===== src/rtl/gb_mem_pkg.sv =====
// gb_mem_pkg
//  Shared constants for the Game Boy memory bus arbiter slice:
//  arbiter FSM state encodings, requester port ids and the default
//  memory read latency.
package gb_mem_pkg;

  localparam logic [1:0] ARB_IDLE   = 2'd0;
  localparam logic [1:0] ARB_ACCESS = 2'd1;
  localparam logic [1:0] ARB_RESP   = 2'd2;

  localparam logic PORT_CPU = 1'b0;
  localparam logic PORT_DMA = 1'b1;

  localparam int DEFAULT_READ_LATENCY = 1;

endpackage


===== src/rtl/mem_arb_pick.sv =====
// mem_arb_pick
//  Combinational winner select for the memory bus arbiter.
//  Ports:
//    req0, req1  in   pending requests from cpu (0) and DMA (1)
//    last_port   in   port that received the most recent grant
//    valid       out  at least one request pending
//    port        out  winning port id
//  Configuration macro: MEM_ARB_ROUND_ROBIN_EN
//    defined   -> on a tie, grant the port that did not win last time
//    undefined -> fixed priority, DMA always beats cpu
module mem_arb_pick
  import gb_mem_pkg::*;
(
  input  logic req0,
  input  logic req1,
  input  logic last_port,
  output logic valid,
  output logic port
);

  assign valid = req0 | req1;

`ifdef MEM_ARB_ROUND_ROBIN_EN
  always_comb begin
    port = PORT_CPU;
    if (req0 && req1) begin
      port = ~last_port;
    end else if (req1) begin
      port = PORT_DMA;
    end
  end
`else
  // History is irrelevant under fixed priority.
  logic unused_last_port;
  assign unused_last_port = last_port;

  assign port = req1 ? PORT_DMA : PORT_CPU;
`endif

endmodule


===== src/rtl/mem_bus_arbiter.sv =====
// mem_bus_arbiter
//  Shares the single-port memory bus between the cpu (port 0) and the
//  DMA engine (port 1). Each access runs IDLE -> ACCESS -> RESP, lasting
//  READ_LATENCY+2 cycles, and is acknowledged with a gnt pulse on entry
//  and a done pulse (with read data) on completion.
//  Ports:
//    clk, reset            clock, synchronous active-high reset
//    reqN/addrN/weN/wdataN request, address, write enable, write data
//    gntN                  1-cycle pulse, request accepted
//    doneN                 1-cycle pulse, access complete
//    rdata                 registered read data, valid with doneN
//    mem_addr              registered memory address
//    mem_data_write        registered memory write data
//    mem_do_write          registered 1-cycle write strobe
//    mem_data_read         memory read data
//    busy                  access in flight
//  Configuration macro: MEM_ARB_ROUND_ROBIN_EN (see mem_arb_pick).
module mem_bus_arbiter
  import gb_mem_pkg::*;
#(
  parameter int READ_LATENCY = DEFAULT_READ_LATENCY,
  parameter int ADDR_W       = 16,
  parameter int DATA_W       = 8
) (
  input  logic              clk,
  input  logic              reset,
  input  logic              req0,
  input  logic [ADDR_W-1:0] addr0,
  input  logic              we0,
  input  logic [DATA_W-1:0] wdata0,
  input  logic              req1,
  input  logic [ADDR_W-1:0] addr1,
  input  logic              we1,
  input  logic [DATA_W-1:0] wdata1,
  output logic              gnt0,
  output logic              gnt1,
  output logic              done0,
  output logic              done1,
  output logic [DATA_W-1:0] rdata,
  output logic [ADDR_W-1:0] mem_addr,
  output logic [DATA_W-1:0] mem_data_write,
  output logic              mem_do_write,
  input  logic [DATA_W-1:0] mem_data_read,
  output logic              busy
);

  localparam int CNT_W = $clog2(READ_LATENCY) + 1;
  localparam logic [CNT_W-1:0] CNT_LOAD = CNT_W'(READ_LATENCY - 1);

  logic [1:0]       state;
  logic             owner;
  logic             owner_we;
  logic [CNT_W-1:0] cnt;
  logic             last_port;
  logic             pick_valid;
  logic             pick_port;

  mem_arb_pick u_pick (
    .req0      (req0),
    .req1      (req1),
    .last_port (last_port),
    .valid     (pick_valid),
    .port      (pick_port)
  );

  assign busy = (state != ARB_IDLE);

  always_ff @(posedge clk) begin
    if (reset) begin
      state          <= ARB_IDLE;
      owner          <= PORT_CPU;
      owner_we       <= 1'b0;
      cnt            <= '0;
      last_port      <= PORT_DMA;
      gnt0           <= 1'b0;
      gnt1           <= 1'b0;
      done0          <= 1'b0;
      done1          <= 1'b0;
      mem_do_write   <= 1'b0;
      mem_addr       <= '0;
      mem_data_write <= '0;
      rdata          <= '0;
    end else begin
      // Pulses default low; only the transitions below raise them.
      gnt0         <= 1'b0;
      gnt1         <= 1'b0;
      done0        <= 1'b0;
      done1        <= 1'b0;
      mem_do_write <= 1'b0;
      case (state)
        ARB_IDLE: begin
          if (pick_valid) begin
            mem_addr       <= (pick_port == PORT_DMA) ? addr1  : addr0;
            mem_data_write <= (pick_port == PORT_DMA) ? wdata1 : wdata0;
            mem_do_write   <= (pick_port == PORT_DMA) ? we1    : we0;
            owner_we       <= (pick_port == PORT_DMA) ? we1    : we0;
            gnt0           <= (pick_port == PORT_CPU);
            gnt1           <= (pick_port == PORT_DMA);
            owner          <= pick_port;
            last_port      <= pick_port;
            cnt            <= CNT_LOAD;
            state          <= ARB_ACCESS;
          end
        end
        ARB_ACCESS: begin
          if (cnt == '0) begin
            // Writes leave the last read value in place.
            if (!owner_we) begin
              rdata <= mem_data_read;
            end
            done0 <= (owner == PORT_CPU);
            done1 <= (owner == PORT_DMA);
            state <= ARB_RESP;
          end else begin
            cnt <= cnt - 1'b1;
          end
        end
        ARB_RESP: begin
          state <= ARB_IDLE;
        end
        default: begin
          state <= ARB_IDLE;
        end
      endcase
    end
  end

endmodule


===== config.mk =====
export PLATFORM = sky130hd
export DESIGN_NAME = mem_bus_arbiter
export DESIGN_NICKNAME = d
export VERILOG_FILES = /design/src/rtl/gb_mem_pkg.sv /design/src/rtl/mem_arb_pick.sv /design/src/rtl/mem_bus_arbiter.sv
export SDC_FILE = /design/constraint.sdc
export NUM_CORES = 1
export LEC_CHECK = 0
export ABC_AREA = 1
export BUFFER_PORTS_ARGS = -buffer_cell sky130_fd_sc_hd__buf_2
export CORE_MARGIN = 2
export CORE_UTILIZATION = 35
export CTS_CLUSTER_DIAMETER = 60
export DETAILED_ROUTE_END_ITERATION = 6
export PLACE_DENSITY = 0.67
export SLEW_MARGIN = 10
export SYNTH_ARGS = -nofsm -noshare
export SYNTH_HDL_FRONTEND = slang
export SYNTH_SLANG_ARGS = --single-unit

===== constraint.sdc =====
create_clock -name clk -period 1 [get_ports clk]
set_input_delay 0.25 -clock clk [delete_from_list [all_inputs] [get_ports clk]]
set_output_delay 0.25 -clock clk [all_outputs]
set_load 0.01 [all_outputs]

==> Yosys cells after proc, flatten, opt, wreduce, memory -nomap -nowiden <==
Index checks and enable logic that the tools add are counted.
{ "classes": {"addsub": 1, "bitwise": 8, "eq_ne": 3, "muxes": 10, "reduce_logical": 9} }
{ "ops": {"columns": ["cell", "n"], "rows": [
  ["$mux W16", 1],
  ["$mux W8", 1],
  ["$not A1 Y1", 7],
  ["$reduce_and A2 Y1", 3],
  ["$reduce_or A3 Y1", 2],
  ["$mux W1", 4],
  ["$mux W2", 2],
  ["$ne A2 B2 Y1 const B", 2],
  ["$pmux W2 S2", 1],
  ["$reduce_bool A2 Y1", 2],
  ["$reduce_and A3 Y1", 1],
  ["$eq A2 B1 Y1 const B", 1],
  ["$logic_not A2 Y1", 1],
  ["$pmux W1 S2", 1],
  ["$or A1 B1 Y1", 1],
  ["$sub A1 B1 Y1 const B", 1]
]} }
{ "totals": {"ff_bits": 42, "wordCells": 43, "input_bits": 62, "output_inout_bits": 38} }

==> Logic depth before layout (Yosys ltp) <==
{ "depth": {"ltp_word": 3, "mapped_depth": 7} }

==> Cells and area by module <==
Synthesis repeated with hierarchy kept, for this count alone.
{ "hier_totals": {"hier_cells": 272, "area_unflattened_um2": 1789.2} }
{ "modules_own_cells": {"columns": ["mod", "area_each_um2", "cells_each", "seq_area_each_um2", "n_inst"], "rows": [
  ["mem_bus_arbiter", 1770.4, 268, 840.8, 1],
  ["mem_arb_pick", 18.8, 4, 0.0, 1]
]} }

==> Least setup slack after synthesis <==
Ideal clock, no wire load.
{ "synth_path": {"path_kind": "reg2reg", "startpoint": "register state[0]", "endpoint": "register owner", "t_required_ns": 0.885, "n_path_buf": 1, "stages_incl_launch_ff": 6, "setup_slack_ns": 0.023, "arrival_time_ns": 0.862, "period_less_slack_ns": 0.977, "setup_ns": 0.115, "path_cell_list": "dfxtp_1 -> nor2_1 -> nand2_4 -> buf_6 -> nand3_1 -> nand2_1"} }
{ "synth_via": {"elab_chain_len": 2} }
{ "synth_lines": {"columns": ["element", "line_no", "rtl"], "rows": [
  ["start, declared", "mem_bus_arbiter.sv:50", "logic [1:0] state;"],
  ["start signal, assigned", "mem_bus_arbiter.sv:70", "state <= ARB_IDLE;"],
  ["start signal, assigned", "mem_bus_arbiter.sv:102", "state <= ARB_ACCESS;"],
  ["start signal, assigned", "mem_bus_arbiter.sv:113", "state <= ARB_RESP;"],
  ["$logic_not A2 Y1", "mem_bus_arbiter.sv:90", "case (state)"],
  ["$reduce_and A2 Y1 (no source line)", null, null],
  ["end signal, assigned", "mem_bus_arbiter.sv:99", "owner <= pick_port;"],
  ["end, declared", "mem_bus_arbiter.sv:51", "logic owner;"]
]} }
No other way between the ends.
A chain may end at the register's enable or synchronous reset.

==> Final worst setup path <==
{ "layout_path": {"startpoint": "register state[1]", "endpoint": "output busy"} }
{ "layout_via": {"elab_chain_len": 1} }
{ "layout_lines": {"columns": ["element", "line_no", "rtl"], "rows": [
  ["$reduce_bool A2 Y1", "mem_bus_arbiter.sv:66", "assign busy = (state != ARB_IDLE);"],
  ["end, declared", "mem_bus_arbiter.sv:44", "output logic busy"]
]} }
No other way between the ends.

==> summary.txt <==
Run status
  • Status: finished with violations
  • Failing checks: negative setup slack

GRT
  • GR met2 Demand/Resource: 0.274
  • GR peak layer: met2
  • Initial antenna violation count: 0
  • Largest net degree at the start of global routing: 35
  • Vias in the first global route: roughly 1,900
  • First-pass GRT wire length: a little under 8000 um
  • Grt total ovfl: 0
  • Total GRT Usage: 0.159
  • Global Route met1 Usage: 0.191
  • Routing usage on met3: 0.0482

Clock tree
  • Clk_lat worst skew: approximately 290 ps
  • Max Root-Sink Buffers: 2
  • CTS clk-pin slew, worst paths: 80 ps
  • H-Tree Depth: 2
  • TritonCTS clock tree: done
  • CTS Buf Count: 5
  • Clock root buffer: clkbuf_8
  • Num Clock Sinks: between 40 and 50

Detailed routing
  • DRC viols: 0
  • Antenna Nets Post-Route: 0
  • DRT iter0 DRCs: 84
  • DR vias/cell: about 4.5
  • Routed WL: 5470 um
  • Wirelength per Cell: around 12 um
  • Via count: 2,025
  • TritonRoute pass-1 iters: 4

Worst setup path
  • Crit-path max FO: 3
  • Setup crit start kind: flop
  • CP Cell Sequence: inv_4, nand2_4, buf_6
  • Crit. End Element: output port
  • Crit-path max cell delay: between 300 and 400 ps
  • Critical path class: reg2out
  • Worst endpoint required time: about 750 ps
  • R2R Setup Slk: -120 ps
  • Reg-to-Reg End: mem_addr[0]
  • Crit-path slowest cell: dfxtp_4
  • Reg2Reg Launch Point: state[1]
  • R2R cell count: 7
  • Crit path DAT: just under 900 ps

STA
  • TNS Setup: -2150 ps
  • Fmax: around 880 MHz
  • RSZ-0062 raised after global routing: true
  • Hold Fails Final Rpt: 0
  • Final worst setup slack: -133 ps
  • Tcrit/Tclk final: 1.13
  • Worst Clk Skew: 7.78 ps
  • Worst Max-Slew Pin Slew: 352 ps
  • Fin crit period: 1130 ps
  • Final setup violation count: 29
  • Final Max Slew Viols: 0
  • Relative slew margins: 0.765

Place
  • IO buf count: 99
  • Final GP Congestion: roughly 0.75
  • HPWL after DPL: about 3200 um
  • Post-DP Area: between 0.002 and 0.0025 mm^2

Synth
  • Top cells by area, synth: dfxtp_1 44%, nand2_1 24%, nand3_1 14%, nor2_1 3.8%, buf_6 3.6%
  • Synthesis Warnings: 0
  • Cell Area, Synth: between 0.0015 and 0.002 mm^2
  • Cell variety after synth: 16
  • Mapped Nets: roughly 340
  • Post-synth top area share: 0.436
  • Syn Inst Count: between 200 and 300
  • Sequential area share after synthesis: 0.436
  • Yosys reg bits: between 40 and 50
  • Post-Syn Area per Cell: 6.89 um^2
  • Post-synth top area cell: dfxtp_1

Hold path
  • Hold path start: reset
  • Hold endpoint: state[0]
  • HP Class: in2reg
  • Hold path depth: 2

Finish
  • Syn-to-layout area delta: 58.5%
  • # diodes: 0
  • Layout cells sized above 1: 0.489
  • Fin nets: between 400 and 500
  • Design Area, Final: 0.00298 mm^2

Power
  • Total chip power: around 0.0044 W
  • Leakage power: about 1.6 nW
  • Peak supply drop: between 0.8 and 0.9 mV
  • Power per cell area: approximately 1500 mW/mm^2

Floorplan
  • Die Y: 77.3 um
  • Die width: about 77 um
  • Initial Util: 0.366
  • Core Area: between 0.005 and 0.006 mm^2
  • DIE AREA: between 0.005 and 0.006 mm^2
  • Rows: 26
  • # IOs: 100

Job
  • Max-Cap Viols: 0
==> placed cells by master, fill, tap and decap left out, drive strengths merged <==
cell type,netlist,final
buf,16,110
bufinv,0,1
clkbuf,0,7
clkinv,1,1
clkinvlp,0,1
dfxtp,41,41
inv,18,18
nand2,121,122
nand3,54,55
nor2,22,24
==> stage by stage <==
step                      setup WS [ps]   util  instances  hold slack, ps
after floorplan                    23.2      -        273             323
after global placement            -71.9  0.467        434             434
after detailed placement          -99.0  0.467        434             445
after CTS                          -147  0.530        442             121
after global routing               -193  0.580        450             134
final                              -133  0.580        450             153
==> state kept, by name, summed over array words and instances, names as in the netlist <==
name and cells:
mem_data_write 8, done0 1, gnt0 1, gnt1 1, state 2, done1 1, mem_addr 16, rdata 8
mem_do_write 1, owner 1, owner_we 1
==> worst max-delay path: cells and delay by family (launching register included) <==
kind,cells,cell delay [ps]
buffers and inverters,2,180
flip-flops,1,370
AND/OR/NAND/NOR,1,50
==> report_power, final <==
part	switching [W]	internal (W)	total, W
clock network	0.000575	0.000812	0.00139
registers	0.0000982	0.00180	0.00190
logic	0.000578	0.000555	0.00113
==> worst max-delay path by stage <==
stage	from	to	slack, ps	cells after the start
3_5_place_dp	req1	owner_we	-100	5
6_report	state[1]	busy	-130	3
2_1_floorplan	state[0]	owner	20	5
4_1_cts	state[1]	busy	-150	3
5_1_grt	state[0]	busy	-190	3
3_3_place_gp	req1	owner_we	-70	5
==> Yosys cell counts, drive strengths merged <==
cell type and count:
nand2 121, nand3 54, dfxtp 41, nor2 22, inv 18, buf 16
clkinv 1
==> kinds of logic (layout without fill, tap and decap cells) <==
group	Yosys count	count (layout)	synth area share
simple gates	197	201	0.459
flops	41	41	0.436
buf+inv	35	138	0.104
==> cell type report <==
cell class / instances / area, um^2
Clock buffer: 6 / 82.6
Clock inverter: 2 / 37.5
Fill cell: 493 / 2160
Inverter: 19 / 76.3
Multi-Input combinational cell: 201 / 1000
Sequential cell: 41 / 867
Tap cell: 70 / 87.6
Timing Repair Buffer: 111 / 828
==> repair_timing <==
action | 4_1_cts | 5_1_grt
endpoints found under the setup margin | 69 | 76
resized for setup | 61 | 36
hold buffers | 0 | 0
pin swaps | 1 | 5
gates cloned | 0 | 5
buffers inserted | 0 | 3
==> per-layer routing <==
layer	part of all wire	routed length, um
met4	0.011	61
met1	0.45	2470
met2	0.48	2640
met3	0.056	307
met5	0	0
Power figures use the tool's default switching activity.
